[config.mk]
export PLATFORM = sky130hd
export DESIGN_NAME = bka_sub_pipe
export DESIGN_NICKNAME = d
export VERILOG_FILES = /design/src/rtl/bka_sub_pipe.sv
export SDC_FILE = /design/constraint.sdc
export NUM_CORES = 1
export LEC_CHECK = 0
export ABC_CLOCK_PERIOD_IN_PS = 2300
export CORE_UTILIZATION = 53
export DETAILED_ROUTE_END_ITERATION = 8
export PLACE_DENSITY = 0.77
export SETUP_SLACK_MARGIN = 0.4
export SLEW_MARGIN = 15
export SYNTH_ARGS = -nofsm -noshare
export SYNTH_HDL_FRONTEND = slang
export SYNTH_SLANG_ARGS = --single-unit
[constraint.sdc]
create_clock -name clk -period 2.3 [get_ports clk]
set_clock_uncertainty 0.1 [all_clocks]
set_input_delay 0.46 -clock clk [delete_from_list [all_inputs] [get_ports clk]]
set_output_delay 0.46 -clock clk [all_outputs]
set_load 0.01 [all_outputs]
[src/rtl/bka_sub_pipe.sv]
// bka_sub_pipe: three-stage pipelined Brent-Kung subtractor.
//   diff = a - b - bin (mod 2^WIDTH), computed as a + ~b + ~bin through a
//   Brent-Kung generate/propagate prefix tree.
// Ports:
//   clk, rst          clock, synchronous active-high reset
//   in_valid/in_ready operand handshake (a, b, bin)
//   out_valid/out_ready result handshake (diff, bout, ovf, zero)
//   bout = 1 when unsigned a < b + bin; ovf = signed overflow; zero = diff==0
module bka_sub_pipe #(
   parameter int WIDTH = 16
) (
   input  logic             clk,
   input  logic             rst,
   input  logic             in_valid,
   output logic             in_ready,
   input  logic [WIDTH-1:0] a,
   input  logic [WIDTH-1:0] b,
   input  logic             bin,
   output logic             out_valid,
   input  logic             out_ready,
   output logic [WIDTH-1:0] diff,
   output logic             bout,
   output logic             ovf,
   output logic             zero
);

   localparam int LG = $clog2(WIDTH);

   // stage 1: pre-processed operands
   logic             v1;
   logic [WIDTH-1:0] p1, g1;
   logic             cin1, am1, bm1;

   // stage 2: carries and propagate
   logic             v2;
   logic [WIDTH:0]   c2;
   logic [WIDTH-1:0] p2;
   logic             am2, bm2;

   // stage 3 state is the output registers themselves
   logic             v3;

   logic free1, free2, free3;

   // A stage may load when it is empty or its content moves on this edge.
   // The chain runs backwards from out_ready only, so in_valid never reaches in_ready.
   assign free3    = !v3 || out_ready;
   assign free2    = !v2 || free3;
   assign free1    = !v1 || free2;
   assign in_ready = free1;
   assign out_valid = v3;

   // Brent-Kung prefix over (g, p) with the carry-in folded into bit 0,
   // so gg[i] after both sweeps is the carry out of bit i.
   logic [WIDTH-1:0] gg, pp;
   logic [WIDTH:0]   c_pre;

   always_comb begin
      gg    = g1;
      pp    = p1;
      gg[0] = g1[0] | (p1[0] & cin1);
      // up-sweep: build power-of-two spans ending at i
      for (int l = 0; l < LG; l++) begin
         for (int i = (2 << l) - 1; i < WIDTH; i += (2 << l)) begin
            gg[i] = gg[i] | (pp[i] & gg[i - (1 << l)]);
            pp[i] = pp[i] & pp[i - (1 << l)];
         end
      end
      // down-sweep: fill in the remaining positions from completed spans
      for (int l = LG - 2; l >= 0; l--) begin
         for (int i = 3 * (1 << l) - 1; i < WIDTH; i += (2 << l)) begin
            gg[i] = gg[i] | (pp[i] & gg[i - (1 << l)]);
            pp[i] = pp[i] & pp[i - (1 << l)];
         end
      end
      c_pre = {gg, cin1};
   end

   logic [WIDTH-1:0] diff_n;
   assign diff_n = p2 ^ c2[WIDTH-1:0];

   // data registers of stages 1 and 2 carry no reset; their valid bits guard them
   always_ff @(posedge clk) begin
      if (free1) begin
         p1   <= a ^ ~b;
         g1   <= a & ~b;
         cin1 <= ~bin;
         am1  <= a[WIDTH-1];
         bm1  <= b[WIDTH-1];
      end
      if (free2) begin
         c2  <= c_pre;
         p2  <= p1;
         am2 <= am1;
         bm2 <= bm1;
      end
   end

   always_ff @(posedge clk) begin
      if (rst) begin
         v1   <= 1'b0;
         v2   <= 1'b0;
         v3   <= 1'b0;
         diff <= '0;
         bout <= 1'b0;
         ovf  <= 1'b0;
         zero <= 1'b0;
      end else begin
         if (free1) v1 <= in_valid;
         if (free2) v2 <= v1;
         if (free3) v3 <= v2;
         if (free3 && v2) begin
            diff <= diff_n;
            bout <= ~c2[WIDTH];
            ovf  <= (am2 != bm2) && (diff_n[WIDTH-1] != am2);
            zero <= ~|diff_n;
         end
      end
   end

endmodule

; ---- After elaboration in Yosys (flattened, before gate mapping)
; Index checks and enable logic that the tools add are counted.
[totals]
regBits = 92
latch_bits = 0
mem_bits_rw = 0
romBits = 0
n_memories = 0
[op_classes]
n_addsub = 0
multipliers = 0
n_div = 0
order_cmp = 0
eq_ne = 2
shift = 0
muxes = 0
bitwise = 71
reduce_logical = 10
[op_table]
columns = op, n
row1 = bitwise AND 1 bit, 38
row2 = XOR 16 bit, 2
row3 = bitwise OR 1 bit, 27
row4 = bitwise AND 16 bit, 1
row5 = NOT 16 bit, 1
row6 = OR reduction 16 bit, 1
row7 = logical NOT 1 bit, 4
row8 = logical OR 1 bit, 3
row9 = logical AND 1 bit, 2
row10 = != test 1 bit, 2
row11 = NOT 1 bit, 2

; ---- Depth between registers and ports, before layout
[depth]
ltp_word = 14
depth_mapped = 6

; ---- Worst setup path after synthesis
; No wires, ideal clock.
[synth_timing]
path_kind = input port to output port
from = in out_ready
to = out in_ready
arrival_ns = 1.503
required_time_ns = 1.740
slack_ns = 0.237
stages = 3
path_buffers = 0
path_cell_list = nor2b_1 and2_1 nand2_1
[synth_via]
elab_chain_len = 3
[synth_rtl]
columns = element, line
row1 = start: declaration, 20  ; input logic out_ready,
row2 = logical OR 1 bit, 47  ; assign free3 = !v3 || out_ready;
row3 = logical OR 1 bit, 48  ; assign free2 = !v2 || free3;
row4 = logical OR 1 bit, 49  ; assign free1 = !v1 || free2;
row5 = end: declaration, 15  ; output logic in_ready,
; Every way passes these cells.

; ---- Worst setup path in the final report
[layout_timing]
from = reg diff[7]
to = out diff[7]
[layout_rtl]
columns = element, line
row1 = start: declaration, 21  ; output logic [WIDTH-1:0] diff,
row2 = start signal: assignment, 113  ; diff <= diff_n;
; No word-level cell between the ends.

==> flow_summary_export.csv <==
group,metric,value,unit
status,status,"finished, violations left",
status,violations,"design-rule violations",
power,p_leak,1.84,nW
floorplanning,io_pins,58,
logic_synthesis,synth_top_family_by_area,"compound AO/OA/AOI/OAI gates",
timing,fin_crit,1.84,ns
logic_synthesis,syn_area_per_cell,14.1,um^2
critical_path,required,1.74,ns
critical_path,critical_path_buf_inv_count,1,
power,pwr-share-seq,0.572,
critical_path,crit_path_cell_trace,"clkdlybuf4s50_1",
clock_tree,cts_root_buf,"clkbuf_8",
detailed_routing,wl_per_cell,13.8,um
logic_synthesis,ys_async_sr_fraction,0,
final_layout,antennaDiodeCount,0,
critical_path,slowest_stage,"clkdlybuf4s50_1",
clock_tree,htreeDepth,3,
final_layout,drive_above_1_share,0.108,
timing,rsz0062_at_grt,"no",
floorplanning,dieWidth,84.8,um
floorplanning,coreArea,6490,um^2
detailed_routing,route.vias.total,2128,
floorplanning,rows,29,
floorplanning,die_h,84.8,um
clock_tree,cts_buffers,9,
global_route,grt_max_degree,36,
logic_synthesis,synth_compound_area_frac,0.102,
critical_path,rr_worst_depth,5,
logic_synthesis,synthXorXnorAreaFrac,0.0386,
timing,tightestPinTransition,0.453,ns
final_layout,syn_to_final_growth,27.1,%
critical_path,critPathLaunchType,"flop",
detailed_routing,routed_via_density,5.18,
logic_synthesis,yosys.area_share.simple,0.0724,
detailed_routing,drt-pass1-iter-count,6,
power,intPower,2.78,mW
logic_synthesis,synthAdderAreaFrac,0.0551,
logic_synthesis,synth.cell_area,3630,um^2
logic_synthesis,yosys_warnings,0,
critical_path,cp_num_cells,1,
hold_path,hp-class,"reg2reg",
detailed_routing,ant_nets,0,
timing,setup_tns,0,ns
power,clockPowerShare,0.327,
clock_tree,clock-sinks,92,
clock_tree,cts_tree,"built",
critical_path,path_class,"reg2out",
floorplanning,dieArea,7190,um^2
floorplanning,initial_core_util,0.559,
power,power_frac_comb,0.101,
global_route,track_usage,0.178,
clock_tree,cts_buffer_depth,2,
logic_synthesis,ys_types,36,
logic_synthesis,syn_inst,257,
timing,min_period_over_period,0.798,
clock_tree,clk_latency,0.34,ns
final_layout,fin_area,4610,um^2
critical_path,critPathTopFamily,"buffers and inverters",
logic_synthesis,ys_seq_area_frac,0.700,
critical_path,endpoint_kind,"output pin",
power,vdd_drop_max,0.489,mV
timing,final_hold_viol_count,0,
timing,fin_hold_ws,0.325,ns
timing,drv_slew,0,
global_route,grt_pass1_vias,2083,
final_layout,fin_util,0.710,
place,place.gp.congestion,0.790,
logic_synthesis,synth.area.mux_share,0,
power,p_sw_frac,0.212,
final_layout,layout.nets,382,
critical_path,cp.arrival,1.28,ns
detailed_routing,drtIter0Drc,83,
logic_synthesis,syn-num-nets,310,
place,hpwl,3980,um
detailed_routing,drc_errors,4,
hold_path,min_path_cells,0,
power,p_per_area,766,nW/um^2
timing,slew_headroom,0.698,
power,power.switching,0.750,mW
timing,setup_viol,0,
global_route,grt_pass1_wl,9660,um
detailed_routing,drt_wl_total,5650,um
global_route,antenna_found_initial,0,
flow_run,cap_violations,0,
critical_path,cpPeakStageDelay,0.56,ns
place,portBuffers,57,
logic_synthesis,synth-edff-count,70,
global_route,gr-total-overflow,0,
critical_path,crit_path_max_fanout,2,
timing,fmax,545,MHz
place,placed_cell_area,4330,um^2
clock_tree,ctsHoldBuffers,0,
logic_synthesis,ys_ff_latch,92,
clock_tree,path_clk_slew,0.08,ns
logic_synthesis,ys.flop_type,"edfxtp_1",
==> metal layers <==
metal,routed length (um),up-vias,global-route usage
met5,0,-,0
li1,-,1076,-
met1,2430,995,0.213
met3,195,8,0.0393
met4,57,0,0.0740
met2,2970,49,0.313
==> sequential cells by signal (all words and copies together), names as in the netlist <==
register and count:
p1 16, am2 1, diff 16, ovf 1, am1 1, cin1 1, bout 1, v1 1
v2 1, g1 16, bm2 1, zero 1, bm1 1, c2 17, p2 16, out_valid 1
==> cells by family (layout without fill, tap and decap cells) <==
group                      after synthesis  in the layout
adders and majority gates               16             16
and+or+nand+nor                         57             57
AOI/OAI and AO/OA                       46             46
buffers and inverters                   30            107
xor gates and xnor gates                16             16
DFF                                     92             92
==> cell usage after synthesis, drive strengths merged (3+ instances only) <==
cell / number / area [um^2]
o21bai: 4 / 41.3
edfxtp: 70 / 2100
nor3: 3 / 15.0
inv: 24 / 90.1
a211oi: 15 / 118
o21ai: 4 / 20.0
nor2: 27 / 101
and3: 3 / 18.8
a21o: 7 / 53.8
xnor2: 13 / 114
clkbuf: 4 / 15.0
a21oi: 8 / 40.0
nand2: 10 / 37.5
dfxtp: 22 / 440
xor2: 3 / 26.3
ha: 16 / 200
nand4: 4 / 25.0
==> cells in the final DEF (no fill, tap or decap), types with 4 or more instances in the layout <==
master	count
clkbuf_8	10
ha_1	16
o21ai_0	4
dfxtp_1	22
nand4_1	4
a211oi_1	14
xnor2_1	13
nor2_1	27
buf_4	8
clkdlybuf4s50_1	55
nand2_1	9
inv_1	24
a21oi_1	8
a21o_1	6
edfxtp_1	70
==> power by group through the flow <==
stage	Combinational, mW	Sequential, mW	Clock, mW
after floorplan	0.190	2.05	0
after global placement	0.334	2.05	0
after detailed placement	0.346	2.06	0
after CTS	0.358	2.02	1.17
after global routing	0.399	2.04	1.25
final	0.359	2.02	1.15
==> worst paths after layout <==
check / endpoint / startpoint / slack, ns
max: diff[7] / diff[7] / 0.46
min: bm2 / bm1 / 0.32
max reg2reg: c2[12] / g1[4] / 0.47
min reg2reg: bm2 / bm1 / 0.32
==> cell type report <==
cell class,instances,area [um^2]
well taps,77,96.3
inverters,24,90.1
fillers,442,1880
repair buffers,67,674
multi-input cells,135,992
clock buffers,12,145
clock inverters,4,72.6
flip-flops and latches,92,2540
==> per-stage QoR <==
stage          power, mW  setup slack [ns]  std cells
2_1_floorplan       2.24             0.425        257
3_3_place_gp        2.39            -0.103        389
3_5_place_dp        2.41           -0.0898        389
4_1_cts             3.56             0.324        408
5_1_grt             3.69             0.405        411
6_report            3.53             0.465        411
==> repair_timing <==
action                                  4_1_cts  5_1_grt
gates resized for setup                       7        3
hold endpoints to repair                      0        0
gates cloned                                  0        0
endpoints found under the setup margin        5        4
pin swaps                                     1        2
setup buffers                                 3        3
(Power assumes the default switching activity.)
